==> src/rtl/user_axilite_master.sv <==
// ---------------------------------------------------------------------------
// user_axilite_master
//   Single-outstanding AXI4-Lite master. Turns a valid/ready command port into
//   one AXI4-Lite write (AW+W, B) or read (AR, R) and returns one response
//   beat per command. A timeout guard on the B/R wait reports a missing
//   response; the late beat, if it ever arrives, is drained and discarded.
//
// Ports
//   clk, rst                  clock, asynchronous active-high reset
//   cmd_valid/ready           command handshake
//   cmd_rnw                   1 = read, 0 = write
//   cmd_addr/wdata/wstrb      byte address, write data, write strobes
//   rsp_valid/ready           response handshake
//   rsp_rdata                 read data (0 for writes and timeouts)
//   rsp_resp                  BRESP/RRESP, 2'b10 on timeout
//   rsp_timeout               slave did not answer within C_TIMEOUT cycles
//   m_axi_*                   AXI4-Lite master channels, 32-bit data
// ---------------------------------------------------------------------------
module user_axilite_master #(
    parameter int unsigned C_ADDR_WIDTH = 32,
    parameter int unsigned C_TIMEOUT    = 256,
    parameter int unsigned C_TO_WIDTH   = 9
) (
    input  logic                    clk,
    input  logic                    rst,
    // command port
    input  logic                    cmd_valid,
    output logic                    cmd_ready,
    input  logic                    cmd_rnw,
    input  logic [C_ADDR_WIDTH-1:0] cmd_addr,
    input  logic [31:0]             cmd_wdata,
    input  logic [3:0]              cmd_wstrb,
    // response port
    output logic                    rsp_valid,
    input  logic                    rsp_ready,
    output logic [31:0]             rsp_rdata,
    output logic [1:0]              rsp_resp,
    output logic                    rsp_timeout,
    // AXI4-Lite write address
    output logic [C_ADDR_WIDTH-1:0] m_axi_awaddr,
    output logic                    m_axi_awvalid,
    input  logic                    m_axi_awready,
    // AXI4-Lite write data
    output logic [31:0]             m_axi_wdata,
    output logic [3:0]              m_axi_wstrb,
    output logic                    m_axi_wvalid,
    input  logic                    m_axi_wready,
    // AXI4-Lite write response
    input  logic [1:0]              m_axi_bresp,
    input  logic                    m_axi_bvalid,
    output logic                    m_axi_bready,
    // AXI4-Lite read address
    output logic [C_ADDR_WIDTH-1:0] m_axi_araddr,
    output logic                    m_axi_arvalid,
    input  logic                    m_axi_arready,
    // AXI4-Lite read data
    input  logic [31:0]             m_axi_rdata,
    input  logic [1:0]              m_axi_rresp,
    input  logic                    m_axi_rvalid,
    output logic                    m_axi_rready
);

    localparam bit                    LP_TO_EN   = (C_TIMEOUT != 0);
    localparam logic [C_TO_WIDTH-1:0] LP_TO_LAST = C_TO_WIDTH'(C_TIMEOUT - 1);
    localparam logic [1:0]            LP_SLVERR  = 2'b10;

    typedef enum logic [2:0] {
        ST_IDLE,
        ST_WR_REQ,
        ST_WR_RESP,
        ST_RD_REQ,
        ST_RD_RESP,
        ST_RSP,
        ST_DRAIN
    } state_t;

    state_t                  r_state,       w_state_nxt;
    logic                    r_cmd_ready,   w_cmd_ready_nxt;
    logic                    r_rnw,         w_rnw_nxt;
    logic [C_ADDR_WIDTH-1:0] r_addr,        w_addr_nxt;
    logic [31:0]             r_wdata,       w_wdata_nxt;
    logic [3:0]              r_wstrb,       w_wstrb_nxt;
    logic                    r_awvalid,     w_awvalid_nxt;
    logic                    r_wvalid,      w_wvalid_nxt;
    logic                    r_bready,      w_bready_nxt;
    logic                    r_arvalid,     w_arvalid_nxt;
    logic                    r_rready,      w_rready_nxt;
    logic                    r_rsp_valid,   w_rsp_valid_nxt;
    logic [31:0]             r_rsp_rdata,   w_rsp_rdata_nxt;
    logic [1:0]              r_rsp_resp,    w_rsp_resp_nxt;
    logic                    r_rsp_timeout, w_rsp_timeout_nxt;
    logic [C_TO_WIDTH-1:0]   r_to_cnt,      w_to_cnt_nxt;
    logic                    w_to_expire;

    // Last cycle of the response wait; a B/R in this same cycle still wins.
    assign w_to_expire = LP_TO_EN && (r_to_cnt == LP_TO_LAST);

    // State and output registers; reset drops every AXI valid immediately.
    always_ff @(posedge clk or posedge rst) begin
        if (rst) begin
            r_state       <= ST_IDLE;
            r_cmd_ready   <= 1'b0;
            r_rnw         <= 1'b0;
            r_addr        <= '0;
            r_wdata       <= '0;
            r_wstrb       <= '0;
            r_awvalid     <= 1'b0;
            r_wvalid      <= 1'b0;
            r_bready      <= 1'b0;
            r_arvalid     <= 1'b0;
            r_rready      <= 1'b0;
            r_rsp_valid   <= 1'b0;
            r_rsp_rdata   <= '0;
            r_rsp_resp    <= '0;
            r_rsp_timeout <= 1'b0;
            r_to_cnt      <= '0;
        end else begin
            r_state       <= w_state_nxt;
            r_cmd_ready   <= w_cmd_ready_nxt;
            r_rnw         <= w_rnw_nxt;
            r_addr        <= w_addr_nxt;
            r_wdata       <= w_wdata_nxt;
            r_wstrb       <= w_wstrb_nxt;
            r_awvalid     <= w_awvalid_nxt;
            r_wvalid      <= w_wvalid_nxt;
            r_bready      <= w_bready_nxt;
            r_arvalid     <= w_arvalid_nxt;
            r_rready      <= w_rready_nxt;
            r_rsp_valid   <= w_rsp_valid_nxt;
            r_rsp_rdata   <= w_rsp_rdata_nxt;
            r_rsp_resp    <= w_rsp_resp_nxt;
            r_rsp_timeout <= w_rsp_timeout_nxt;
            r_to_cnt      <= w_to_cnt_nxt;
        end
    end

    // Next-state and next-output logic.
    always_comb begin
        w_state_nxt       = r_state;
        w_cmd_ready_nxt   = r_cmd_ready;
        w_rnw_nxt         = r_rnw;
        w_addr_nxt        = r_addr;
        w_wdata_nxt       = r_wdata;
        w_wstrb_nxt       = r_wstrb;
        w_awvalid_nxt     = r_awvalid;
        w_wvalid_nxt      = r_wvalid;
        w_bready_nxt      = r_bready;
        w_arvalid_nxt     = r_arvalid;
        w_rready_nxt      = r_rready;
        w_rsp_valid_nxt   = r_rsp_valid;
        w_rsp_rdata_nxt   = r_rsp_rdata;
        w_rsp_resp_nxt    = r_rsp_resp;
        w_rsp_timeout_nxt = r_rsp_timeout;
        w_to_cnt_nxt      = r_to_cnt;

        case (r_state)
            ST_IDLE: begin
                w_cmd_ready_nxt = 1'b1;
                if (cmd_valid && r_cmd_ready) begin
                    w_cmd_ready_nxt = 1'b0;
                    w_rnw_nxt       = cmd_rnw;
                    w_addr_nxt      = cmd_addr;
                    w_wdata_nxt     = cmd_wdata;
                    w_wstrb_nxt     = cmd_wstrb;
                    if (cmd_rnw) begin
                        w_arvalid_nxt = 1'b1;
                        w_state_nxt   = ST_RD_REQ;
                    end else begin
                        w_awvalid_nxt = 1'b1;
                        w_wvalid_nxt  = 1'b1;
                        w_state_nxt   = ST_WR_REQ;
                    end
                end
            end

            // AW and W retire independently; move on once both are gone.
            ST_WR_REQ: begin
                if (r_awvalid && m_axi_awready) w_awvalid_nxt = 1'b0;
                if (r_wvalid && m_axi_wready)   w_wvalid_nxt  = 1'b0;
                if (!w_awvalid_nxt && !w_wvalid_nxt) begin
                    w_bready_nxt = 1'b1;
                    w_to_cnt_nxt = '0;
                    w_state_nxt  = ST_WR_RESP;
                end
            end

            ST_WR_RESP: begin
                w_to_cnt_nxt = r_to_cnt + 1'b1;
                if (m_axi_bvalid) begin
                    w_bready_nxt      = 1'b0;
                    w_rsp_valid_nxt   = 1'b1;
                    w_rsp_rdata_nxt   = '0;
                    w_rsp_resp_nxt    = m_axi_bresp;
                    w_rsp_timeout_nxt = 1'b0;
                    w_state_nxt       = ST_RSP;
                end else if (w_to_expire) begin
                    w_bready_nxt      = 1'b0;
                    w_rsp_valid_nxt   = 1'b1;
                    w_rsp_rdata_nxt   = '0;
                    w_rsp_resp_nxt    = LP_SLVERR;
                    w_rsp_timeout_nxt = 1'b1;
                    w_state_nxt       = ST_RSP;
                end
            end

            ST_RD_REQ: begin
                if (m_axi_arready) begin
                    w_arvalid_nxt = 1'b0;
                    w_rready_nxt  = 1'b1;
                    w_to_cnt_nxt  = '0;
                    w_state_nxt   = ST_RD_RESP;
                end
            end

            ST_RD_RESP: begin
                w_to_cnt_nxt = r_to_cnt + 1'b1;
                if (m_axi_rvalid) begin
                    w_rready_nxt      = 1'b0;
                    w_rsp_valid_nxt   = 1'b1;
                    w_rsp_rdata_nxt   = m_axi_rdata;
                    w_rsp_resp_nxt    = m_axi_rresp;
                    w_rsp_timeout_nxt = 1'b0;
                    w_state_nxt       = ST_RSP;
                end else if (w_to_expire) begin
                    w_rready_nxt      = 1'b0;
                    w_rsp_valid_nxt   = 1'b1;
                    w_rsp_rdata_nxt   = '0;
                    w_rsp_resp_nxt    = LP_SLVERR;
                    w_rsp_timeout_nxt = 1'b1;
                    w_state_nxt       = ST_RSP;
                end
            end

            // After a timeout the slave may still answer, so swallow that beat first.
            ST_RSP: begin
                if (rsp_ready) begin
                    w_rsp_valid_nxt = 1'b0;
                    if (r_rsp_timeout) begin
                        if (r_rnw) w_rready_nxt = 1'b1;
                        else       w_bready_nxt = 1'b1;
                        w_state_nxt = ST_DRAIN;
                    end else begin
                        w_cmd_ready_nxt = 1'b1;
                        w_state_nxt     = ST_IDLE;
                    end
                end
            end

            ST_DRAIN: begin
                if (r_rnw ? m_axi_rvalid : m_axi_bvalid) begin
                    w_rready_nxt    = 1'b0;
                    w_bready_nxt    = 1'b0;
                    w_cmd_ready_nxt = 1'b1;
                    w_state_nxt     = ST_IDLE;
                end
            end

            default: begin
                w_state_nxt = ST_IDLE;
            end
        endcase
    end

    assign cmd_ready     = r_cmd_ready;
    assign rsp_valid     = r_rsp_valid;
    assign rsp_rdata     = r_rsp_rdata;
    assign rsp_resp      = r_rsp_resp;
    assign rsp_timeout   = r_rsp_timeout;
    assign m_axi_awaddr  = r_addr;
    assign m_axi_awvalid = r_awvalid;
    assign m_axi_wdata   = r_wdata;
    assign m_axi_wstrb   = r_wstrb;
    assign m_axi_wvalid  = r_wvalid;
    assign m_axi_bready  = r_bready;
    assign m_axi_araddr  = r_addr;
    assign m_axi_arvalid = r_arvalid;
    assign m_axi_rready  = r_rready;

endmodule
==> config.mk <==
export PLATFORM = sky130hd
export DESIGN_NAME = user_axilite_master
export DESIGN_NICKNAME = d
export VERILOG_FILES = /design/src/rtl/user_axilite_master.sv
export SDC_FILE = /design/constraint.sdc
export NUM_CORES = 1
export LEC_CHECK = 0
export CORE_UTILIZATION = 41
export CTS_CLUSTER_SIZE = 16
export DETAILED_ROUTE_END_ITERATION = 6
export PLACE_DENSITY = 0.86
export SLEW_MARGIN = 10
export SYNTH_ARGS = -nofsm -noshare
export SYNTH_HDL_FRONTEND = slang
export SYNTH_SLANG_ARGS = --single-unit
==> constraint.sdc <==
create_clock -name clk -period 4.6 [get_ports clk]
set_clock_uncertainty 0.05 [all_clocks]
set_input_delay 0.92 -clock clk [delete_from_list [all_inputs] [get_ports clk]]
set_output_delay 0.92 -clock clk [all_outputs]
set_load 0.03 [all_outputs]
Yosys cells after proc, flatten, opt, wreduce, memory -nomap -nowiden
Cells that the tools add are included.

word-level totals
  register bits = 123
  input bits = 114
  output and inout port bits = 142
  word-level logic and storage cells = 125

cells by class
  $add $sub $neg = 1
  equality and inequality tests = 20
  mux-type cells = 63
  reduce and logical (&&, ||, !) cells = 25

operators by type and width
  operator                                                          number
  32-bit 2-to-1 mux                                                 3
  32-bit case mux with 2 select lines                               1
  1-bit 2-to-1 mux                                                  33
  3-bit 2-to-1 mux                                                  9
  9-bit case mux with 3 select lines                                1
  2-bit != test (second input constant)                             11
  3-bit case mux with 7 select lines                                1
  9-bit 2-to-1 mux                                                  2
  7-bit AND reduction                                               2
  9-bit by 1-bit adder with 9-bit output (second input constant)    1
  3-bit == test (second input constant)                             3
  9-bit by 8-bit == test with 1-bit output (second input constant)  1
  3-bit nonzero test                                                3
  2-bit 2-to-1 mux                                                  4
  1-bit case mux with 2 select lines                                4
  1-bit case mux with 4 select lines                                2
  4-bit AND reduction                                               2
  4-bit nonzero test                                                2
  3-bit by 2-bit == test with 1-bit output (second input constant)  2
  3-bit != test (second input constant)                             2
  1-bit case mux with 3 select lines                                2
  3-bit AND reduction                                               2
  2-bit nonzero test                                                3
  5-bit AND reduction                                               1
  other kinds (7)                                                   12

Longest topological paths before layout
Gate-level depths: netlist of the first run.

  depth in word-level cells = 7
  mapped depth = 8

Least setup slack after synthesis of the first run
OpenSTA, ideal clock, no wires.

  kind = in2reg
  start point = in m_axi_wready
  end point = reg r_to_cnt[3]
  data arrival time = 1,986 ps
  data required time = 4,426 ps
  path slack = 2,440 ps
  cell stages on the path = 5
  buffers on the path = 1
  cells stage by stage = nor2b_1 -> or4_1 -> and3_1 -> buf_6 -> a211o_1

between the ends
  word-level cells in the longest chain between the ends = 7

ends and longest elaborated chain
  item                           RTL line  RTL
  start, declared                47        input logic m_axi_wready,
  1-bit logical AND              179       if (r_wvalid && m_axi_wready) w_wvalid_nxt = 1'b0;
  1-bit 2-to-1 mux               179
  1-bit 2-to-1 mux               156       case (r_state)
  1-bit zero test                180       if (!w_awvalid_nxt && !w_wvalid_nxt) begin
  1-bit logical AND              180
  2-bit != test (no line)        -
  3-bit AND reduction (no line)  -
  end signal, assigned           133       r_to_cnt <= w_to_cnt_nxt;
  end, declared                  92        logic [C_TO_WIDTH-1:0] r_to_cnt, w_to_cnt_nxt;

Every way passes these cells. The select of a mux whose other input is x is not followed.
A chain may end at the register's enable or synchronous reset.

Final worst setup path of the first run
  start point = reg r_state[2]
  end point = reg r_wdata[17], in the netlist m_axi_wdata[17]

between the ends
  word-level cells in the longest chain between the ends = 2

ends and longest elaborated chain
  item                           RTL line  RTL
  start, declared                77        state_t r_state, w_state_nxt;
  start signal, assigned         118       r_state <= w_state_nxt;
  3-bit zero test                156
  2-bit AND reduction (no line)  -
  end signal, assigned           122       r_wdata <= w_wdata_nxt;
  end, declared                  81        logic [31:0] r_wdata, w_wdata_nxt;

Every way passes these cells.

==> impl_results.md, run 1 <==
* Ports at 256
* Commonest non-fill, non-tap cells in the layout: clkdlybuf4s50_1 (255), dfrtp_1 (123), mux2_2 (70), a22o_1 (34), clkbuf_16 (17)
* Slowest stage cell, crit path: nand3_4
* Synth warn at 0
* Worst setup SP type: flop
* Row count at 40
* CTS tree: done
* All-layer global routing usage at 0.2212
* Share of flip-flops with an asynchronous set or reset at 1.000
* Clock buffer depth at 2
* Final nets at 739
* GPL Wtd Cong at 0.8591
* Initial Util at 0.4288
* Part of the cycle the worst path needs at 0.5976
* Floorplan die height at 115.0 um
* Final HPWL DP at 10160 um
* CP Class: flop to flop
* Detailed-route via count at 4047
* WHS at 0.4437 ns
* CP arrival at 2.98 ns
* Most common cell after layout, fill and taps aside: clkdlybuf4s50_1
* Horiz. Die Dim at 115.0 um
* RSZ-0062 raised after global routing: no
* Num CTS Buffers at 17
* Routed Wire Length at 14300 um
* Share of layout cells above drive strength 1 at 0.1748
* CP endpoint kind: flop
* Final Hold Viols at 0
* Synth Flop Type: dfrtp_1
* Post-synth EDFFs at 0
* Syn Area/Cell at 13.12 um^2
* Synthesized area at 0.005236 mm^2
* # DRC at 0
* Initial antenna violation count at 0
* Setup bufs post-CTS at 0
* Max Fanout on Critical Path at 71
* Pin count of the biggest net entering global routing at 85
* Syn_nets at 515
* PostCTS Resize Cnt at 0
* Outcome: finished, final reports clean
* Period minus WS final at 2.749 ns
* Final setup vio count at 0
* CTS sink cnt at 123
* Avg WL per Cell at 17.81 um
* Unique masters post-synth at 47
* Worst vdd ir at 0.4306 mV
* Critical Path Max Stage Delay at 0.77 ns
* Vias in the first global route at 4262
* Gate Count Post-Synth at 399
* Area Overhead vs Synth at 58.78%
* Root Driver: clkbuf_16
* CP cell instances: nor3_1 > nand3_4 > mux2_2
* Grt ovf at 0
* Starting DRT DRC Count at 239
* WP buf/inv at 0
* Slack of the critical path at 1.851 ns
* Slew HR at 0.3260
* Die area at 0.01323 mm^2
* Drt first pass iters at 5
* Sequential element share of the synthesized area at 0.5878
* First-pass GRT wire length at 21870 um
* Placement Setup Slack at 1.557 ns
* PortBufs at 255
* Worst Tran Pin Value at 1.011 ns
* Clock Latency Late Sink at 0.40 ns
* ANT nets after route at 0
* Maximum clock frequency at 0.3638 GHz
* # Max-Cap Violations at 0
* H-Tree Depth at 4
* Final setup TNS at 0 ns
* Antenna diodes at 0
* Lkg Pwr at 3.549 nW
* CP required at 4.83 ns
* Hold crit path type: flop to flop
* CORE AREA at 0.01221 mm^2
* DR vias/cell at 5.040
* Clk slew on worst S/H paths at 0.06 ns
* Post-CTS Hold Buffers at 0
* Post-synthesis register bit count at 123
* Pwr Density at 800.1 mW/mm^2
* Largest delay share family, worst path: simple AND/OR/NAND/NOR gates
* Slew Viols, Final at 0
## routing by layer
layer | GRT usage | vias to the layer above | wire, um
met2 | 0.3904 | 178 | 7666
li1 | - | 1853 | -
met3 | 0.08329 | 24 | 1106
met4 | 0.1004 | 0 | 312
met1 | 0.2349 | 1992 | 5216
met5 | 0 | - | 0
## cell usage after synthesis (2+ instances only)
library cell  count  area share
and2_1            3      0.0036
clkbuf_1          7      0.0050
inv_1             8      0.0057
nand4_1           2      0.0024
nand3b_1          5      0.0072
nand2b_1          3      0.0036
a22o_1           34       0.057
a31oi_1           4      0.0048
a21oi_1           7      0.0067
xnor2_1           2      0.0033
o22ai_1           2      0.0024
buf_1             3      0.0022
nand3_1           4      0.0038
nor3_1            7      0.0067
nor3b_1           2      0.0029
dfrtp_1         123        0.59
and3_1            7      0.0084
o22a_1            2      0.0033
nor2b_1           6      0.0072
buf_4            32       0.046
a2bb2oi_1         2      0.0033
buf_2            11       0.011
o21ai_0          10      0.0096
o21ba_2           2      0.0038
ha_1              2      0.0048
mux2_2           70        0.15
nand2_1          13      0.0093
nor2_1            4      0.0029
o2bb2ai_1         2      0.0033
a211o_1           3      0.0050
## cells by family (layout without fill, tap and decap cells)
kind of cell / Yosys count / after routing / share of synthesized area
and+or+nand+nor: 60 / 60 / 0.06285
muxes: 71 / 71 / 0.1525
buffers and inverters: 62 / 298 / 0.07145
adders and majority gates: 2 / 2 / 0.004778
xor gates and xnor gates: 2 / 2 / 0.003346
DFF: 123 / 123 / 0.5878
AOI/OAI and AO/OA: 79 / 79 / 0.1173
## stage by stage
step                power, W  utilization  area [um^2]  std cells
finish              0.006652       0.6808         8314        803
floorplan           0.004048            -         5236        399
global route        0.006961       0.6808         8314        803
global placement    0.005218       0.6309         7705        772
CTS                 0.006706       0.6808         8314        803
detailed placement  0.005320       0.6309         7705        772
## final timing paths
| path | startpoint | endpoint | slack, ns | depth (start not counted) |
|---|---|---|---|---|
| worst min register to register | r_to_cnt[8] | r_to_cnt[8] | 0.44 | 1 |
| worst min-delay path | r_to_cnt[8] | r_to_cnt[8] | 0.44 | 1 |
| worst max register to register | r_state[2] | m_axi_wdata[17] | 1.85 | 3 |
| max in group asynchronous | rst | rsp_timeout | 2.55 | 3 |
| min in group asynchronous | rst | m_axi_wdata[13] | 1.07 | 2 |
| worst max-delay path | r_state[2] | m_axi_wdata[17] | 1.85 | 3 |
## layout make-up
class / instances / area, um^2
Tap cell: 168 / 210.2
Timing Repair Buffer: 259 / 2582
Clock inverter: 5 / 80.08
Inverter: 8 / 32.53
Fill cell: 912 / 3897
Clock buffer: 26 / 529.3
Sequential cell: 123 / 3078
Multi-Input combinational cell: 214 / 1802
## power breakdown
part / internal, W / switching (W)
combinational: 0.00154 / 0.00184
sequential: 0.00154 / 0.000387
clock: 0.000895 / 0.000451
total: 0.00397 / 0.00268
## registers in the layout, indices dropped and copies added (netlist names)
signal,flops
m_axi_araddr,32
r_to_cnt,9
m_axi_wvalid,1
rsp_valid,1
m_axi_rready,1
rsp_timeout,1
rsp_rdata,32
m_axi_wdata,32
r_state,3
m_axi_wstrb,4
m_axi_bready,1
rsp_resp,2
m_axi_awvalid,1
cmd_ready,1
r_rnw,1
m_axi_arvalid,1
Note: power is estimated with default switching activity, not from simulation.
==> run 2: changes to the inputs <==
clock period = 2.8 ns   (was 4.6 ns; I/O delays follow)
==> run 2 against run 1 <==
Net effect: highest routed layer unchanged; die area is the same; sequential power grew 61%; maximum frequency grew 22%; clock power grew 59%; non-clock buffer count grew 8; largest power group unchanged; via count grew 2.3%; utilization grew 0.73 points; register-to-register slack lost 1.3 ns.
==> impl_results.md, run 2 (synthesis gave the netlist of run 1 again) <==
* Outcome: finished, final reports clean
* Commonest non-fill, non-tap cells in the layout: clkdlybuf4s50_1 (255), dfrtp_1 (123), mux2_2 (70), a22o_1 (34), clkbuf_16 (17)
* Clock buffer depth at 2 (unchanged)
* # Max-Cap Violations at 0 (unchanged)
* Slew Viols, Final at 0 (unchanged)
* Final setup vio count at 0 (unchanged)
* Hold path startpoint: rsp_resp[0]
* Worst Tran Pin Value at 0.6598 ns (-0.3512 ns)
* Initial antenna violation count at 0 (unchanged)
* Hold crit path type: flop to flop
* Grt ovf at 0 (unchanged)
* PostCTS Resize Cnt at 0 (unchanged)
* H-Tree Depth at 4 (unchanged)
* Drt first pass iters at 4 (-1)
* Horiz. Die Dim at 115.0 um (unchanged)
* CP Class: flop to flop
* Num CTS Buffers at 17 (unchanged)
* Floorplan die height at 115.0 um (unchanged)
* DR vias/cell at 5.097 (+1.1%)
* Area Overhead vs Synth at 60.48%
* Most common cell after layout, fill and taps aside: clkdlybuf4s50_1
* DRT met1 WL at 5208 um (-0.15%)
* Lkg Pwr at 3.584 nW (+0.98%)
* CP endpoint kind: flop
* Final HPWL DP at 10780 um (+6.1%)
* Setup bufs post-CTS at 0 (unchanged)
* RSZ-0062 raised after global routing: no
* End of the worst register-to-register path: m_axi_wdata[27]
* Worst flop-to-flop path startpoint: r_state[2]
* Part of the cycle the worst path needs at 0.8016 (+0.2040)
* Final Hold Viols at 0 (unchanged)
* Worst vdd ir at 0.7153 mV (+66%)
* Reg2reg path depth at 4 (+1)
* Maximum clock frequency at 0.4456 GHz (+22%)
* Vias in the first global route at 4364 (+2.4%)
* Die area at 0.01323 mm^2 (unchanged)
* Worst setup SP type: flop
* CTS tree: done
* All-layer global routing usage at 0.2314 (+0.01024)
* Fillcell total at 876 (-3.9%)
* Avg WL per Cell at 18.33 um (+2.9%)
* Top Layer Used: met4
* Final nets at 747 (+1.1%)
* Pwr Density at 1305 mW/mm^2 (+63%)
* CORE AREA at 0.01221 mm^2 (unchanged)
* Tot Pwr at 0.01096 W (+65%)
* Clk slew on worst S/H paths at 0.05 ns (about the same)
* Metal3 WL at 1112 um (+0.54%)
* Detailed-route via count at 4139 (+2.3%)
* ANT nets after route at 0 (unchanged)
* Post-CTS Hold Buffers at 0 (unchanged)
* Final setup TNS at 0 ns (unchanged)
* Antenna diodes at 0 (unchanged)
* Ports at 256 (unchanged)
* Root Driver: clkbuf_16
* First-pass GRT wire length at 22680 um (+3.7%)
* Pin count of the biggest net entering global routing at 74 (-13%)
* Initial Util at 0.4288 (unchanged)
* CTS sink cnt at 123 (unchanged)
* Row count at 40 (unchanged)
* Met2 Wirelength at 8210 um (+7.1%)
* Share of layout cells above drive strength 1 at 0.1894 (+0.01464)
* PortBufs at 255 (unchanged)
* WHS Path Cells at 1 (unchanged)
* Reg2reg setup slack at 0.56 ns (-1.30 ns)
* WHS at 0.4461 ns (+0.002431 ns)
* Routed Wire Length at 14880 um (+4.1%)
* Starting DRT DRC Count at 201 (-16%)
* CP arrival at 2.49 ns (-0.49 ns)
* Period minus WS final at 2.244 ns (-0.5044 ns)
* Worst hold endpoint: rsp_resp[0]
* CP required at 3.05 ns (-1.78 ns)
* # DRC at 0 (unchanged)
* GPL Wtd Cong at 0.8102 (-5.7%)
* Slew HR at 0.5602 (+0.2341)
* Max Fanout on Critical Path at 22 (-69%)
* Clock Latency Late Sink at 0.42 ns (+0.02 ns)
run 2: changes by cell type in the layout (fill, tap and decap cells not counted), moves of 3 or more:
cell / before / now
clkinv_4: 0 / 3
buf_12: 0 / 4
clkbuf_8: 7 / 1
buf_4: 4 / 8
clkinvlp_4: 2 / 6
run 2: worst max-delay path, stage by stage, from the launching register on:
cell     delay (ns)
dfrtp_1        0.62
nor3_1         0.46
nand3_4        0.39
buf_12         0.30
mux2_2         0.28
run 2: layer usage:
layer  global-route usage  up-vias
met1               0.2346     2053
li1                     -     1885
met3              0.08487       24
met2               0.4225      177
met5                    0        -
met4               0.1065        0
run 2: area by class of cell:
| type | instances | area [um^2] | area share |
|---|---|---|---|
| clock buffers | 18 | 439.2 | 0.05226 |
| clock inverters | 14 | 147.6 | 0.01757 |
| inverters | 8 | 33.78 | 0.004020 |
| multi-input cells | 214 | 1802 | 0.2144 |
| flip-flops and latches | 123 | 3078 | 0.3663 |
| well taps | 168 | 210.2 | 0.02501 |
| repair buffers | 267 | 2693 | 0.3204 |
run 2: through the flow:
step	area [um^2]	std cells	utilization	worst slack (ns)
2_1_floorplan	5240	399	-	0.6787
3_3_place_gp	7816	780	0.6401	0.4627
3_5_place_dp	7816	780	0.6401	0.4232
4_1_cts	8403	812	0.6881	0.5440
5_1_grt	8403	812	0.6881	0.4038
6_report	8403	812	0.6881	0.5556
run 2: worst max path at each step:
| stage | slack, ns | from | end | cells past startpoint |
|---|---|---|---|---|
| final | 0.56 | r_state[2] | m_axi_wdata[27] | 4 |
| after global routing | 0.40 | r_state[2] | m_axi_wdata[20] | 4 |
| after CTS | 0.54 | r_state[2] | m_axi_wdata[27] | 4 |
| after detailed placement | 0.42 | m_axi_wready | r_to_cnt[7] | 5 |
| after global placement | 0.46 | m_axi_wready | r_to_cnt[3] | 5 |
| after floorplan | 0.68 | rst | cmd_ready | 1 |
run 2: report_power, final:
group          internal, W  leakage, nW  switching [W]
clock network      0.00133        0.274       0.000813
logic              0.00259         1.78        0.00312
registers          0.00253         1.53       0.000584
total              0.00645         3.58        0.00451
==> run 3: changes to the inputs <==
clock period = 2.1 ns   (was 2.8 ns; I/O delays follow)
==> run 3 against run 2 <==
Net effect: die area is the same; clock power grew 28%; wire length shrank 1.8%; critical endpoint is now r_state[2].
==> impl_results.md, run 3 (synthesis gave the netlist of run 1 again) <==
* Outcome: finished, final reports clean
* Util after Layout at 0.6914 (+0.003278)
* FF+latch area at 0.003078 mm^2 (unchanged)
* Antenna diodes at 0 (unchanged)
* Setup bufs post-CTS at 0 (unchanged)
* Routed Wire Length at 14610 um (-1.8%)
* Reg2reg setup slack at 0.08 ns (-0.48 ns)
* Pwr Density at 1723 mW/mm^2 (+32%)
* Part of the cycle the worst path needs at 0.9632 (+0.1617)
* CORE AREA at 0.01221 mm^2 (unchanged)
* Period minus WS final at 2.023 ns (-0.2215 ns)
* Slowest stage cell, crit path: dfrtp_1
* All-layer global routing usage at 0.2279 (-0.003559)
* CTS tree: done
* Most common cell after layout, fill and taps aside: clkdlybuf4s50_1
* Floorplan die height at 115.0 um (unchanged)
* Final setup vio count at 0 (unchanged)
* Final nets at 752 (+0.67%)
* Critical Path Max Stage Delay at 0.40 ns (-0.22 ns)
* Horiz. Die Dim at 115.0 um (unchanged)
* Avg WL per Cell at 17.90 um (-2.3%)
* Clock buffer depth at 2 (unchanged)
* CP endpoint kind: flop
* Maximum clock frequency at 0.4944 GHz (+11%)
* Final HPWL DP at 10580 um (-1.9%)
* Final setup TNS at 0 ns (unchanged)
* GPL Wtd Cong at 0.8597 (+6.1%)
* CP Class: flop to flop
* H-Tree Depth at 4 (unchanged)
* First-pass GRT wire length at 22600 um (-0.37%)
* Worst Tran Pin Value at 0.4448 ns (-0.2149 ns)
* Root Driver: clkbuf_16
* Hold crit path type: input port to async pin
* Ports at 256 (unchanged)
* Num CTS Buffers at 17 (unchanged)
* Multi-input gate area at 0.001809 mm^2 (+0.42%)
* CP required at 2.35 ns (-0.70 ns)
* Placement Setup Slack at -0.1110 ns (-0.5342 ns)
* Drt first pass iters at 4 (unchanged)
* Final Hold Viols at 0 (unchanged)
* Initial Util at 0.4288 (unchanged)
* RSZ-0062 raised after global routing: no
* CP arrival at 2.27 ns (-0.22 ns)
* CP cell instances: ha_1 > and3_1 > and3_1 > ha_2 > nor3_1 > or3_1 > o21ai_0 > a31o_2
* Max Fanout on Critical Path at 6 (-73%)
* Lkg Pwr at 3.642 nW (+1.6%)
* # DRC at 0 (unchanged)
* Slack of the critical path at 0.07718 ns (-0.4785 ns)
* Grt ovf at 0 (unchanged)
* Commonest non-fill, non-tap cells in the layout: clkdlybuf4s50_1 (253), dfrtp_1 (123), mux2_2 (70), a22o_1 (34), clkbuf_16 (17)
* Largest delay share family, worst path: simple AND/OR/NAND/NOR gates
* Die area at 0.01323 mm^2 (unchanged)
* # Max-Cap Violations at 0 (unchanged)
* Clock Latency Late Sink at 0.41 ns (about the same)
* Area Overhead vs Synth at 61.24%
* Vias in the first global route at 4405 (+0.94%)
* Finished Layout Cells at 816 (+0.49%)
* Worst setup SP type: flop
* Worst vdd ir at 1.074 mV (+50%)
* Clk slew on worst S/H paths at 0.06 ns (about the same)
* Pin count of the biggest net entering global routing at 52 (-30%)
* Detailed-route via count at 4140 (+0.024%)
* Cells after DPL at 785 (+0.64%)
* ANT nets after route at 0 (unchanged)
* WHS at 0.3242 ns (-0.1219 ns)
* Starting DRT DRC Count at 126 (-37%)
* Slew Viols, Final at 0 (unchanged)
* WP buf/inv at 0 (-1)
* Initial antenna violation count at 0 (unchanged)
* DR vias/cell at 5.074 (-0.47%)
* Cell mode on critical path: and3_1
* PortBufs at 255 (unchanged)
* Slew HR at 0.7012 (+0.1410)
* Fillcell total at 878 (+0.23%)
* Row count at 40 (unchanged)
* Share of layout cells above drive strength 1 at 0.1944 (+0.005003)
* CTS sink cnt at 123 (unchanged)
## run 3: report_power, final
group          internal, W  total [W]  leakage, nW  switching [W]
Combinational      0.00350    0.00772         1.83        0.00423
Clock              0.00173    0.00274        0.278        0.00101
Sequential         0.00337    0.00408         1.53       0.000707
Total              0.00860     0.0145         3.64        0.00595
## run 3: final timing paths
kind                             start              end  cells past startpoint
max                        r_to_cnt[0]       r_state[2]                      8
min                                rst  m_axi_wdata[23]                      2
max reg2reg                r_to_cnt[0]       r_state[2]                      8
min reg2reg                rsp_resp[0]      rsp_resp[0]                      1
max in group asynchronous          rst      r_to_cnt[3]                      3
min in group clk           rsp_resp[0]      rsp_resp[0]                      1
## run 3: per-stage QoR
stage | area [um^2] | total power [W]
floorplan | 5240 | 0.008868
global placement | 7879 | 0.01159
detailed placement | 7879 | 0.01182
CTS | 8433 | 0.01464
global route | 8443 | 0.01521
finish | 8443 | 0.01455
## run 3: metal layers
layer / vias to the layer above / track usage / part of all wire
li1: 1881 / - / -
met1: 2052 / 0.2418 / 0.36
met2: 185 / 0.4088 / 0.54
met3: 22 / 0.08329 / 0.076
met4: 0 / 0.09351 / 0.018
met5: - / 0 / 0
## run 3: layout make-up
class,instances,area share
clock inverters,8,0.008002
clock buffers,23,0.05779
well taps,168,0.02490
multi-input cells,214,0.2143
flip-flops and latches,123,0.3646
repair buffers,272,0.3265
inverters,8,0.004001
## run 3: what timing repair did
action / 4_1_cts / 5_1_grt
endpoints found under the setup margin: 1 / 3
pin swaps: 0 / 0
hold endpoints to repair: 0 / 0
hold buffers: 0 / 0
gates resized for setup: 1 / 3
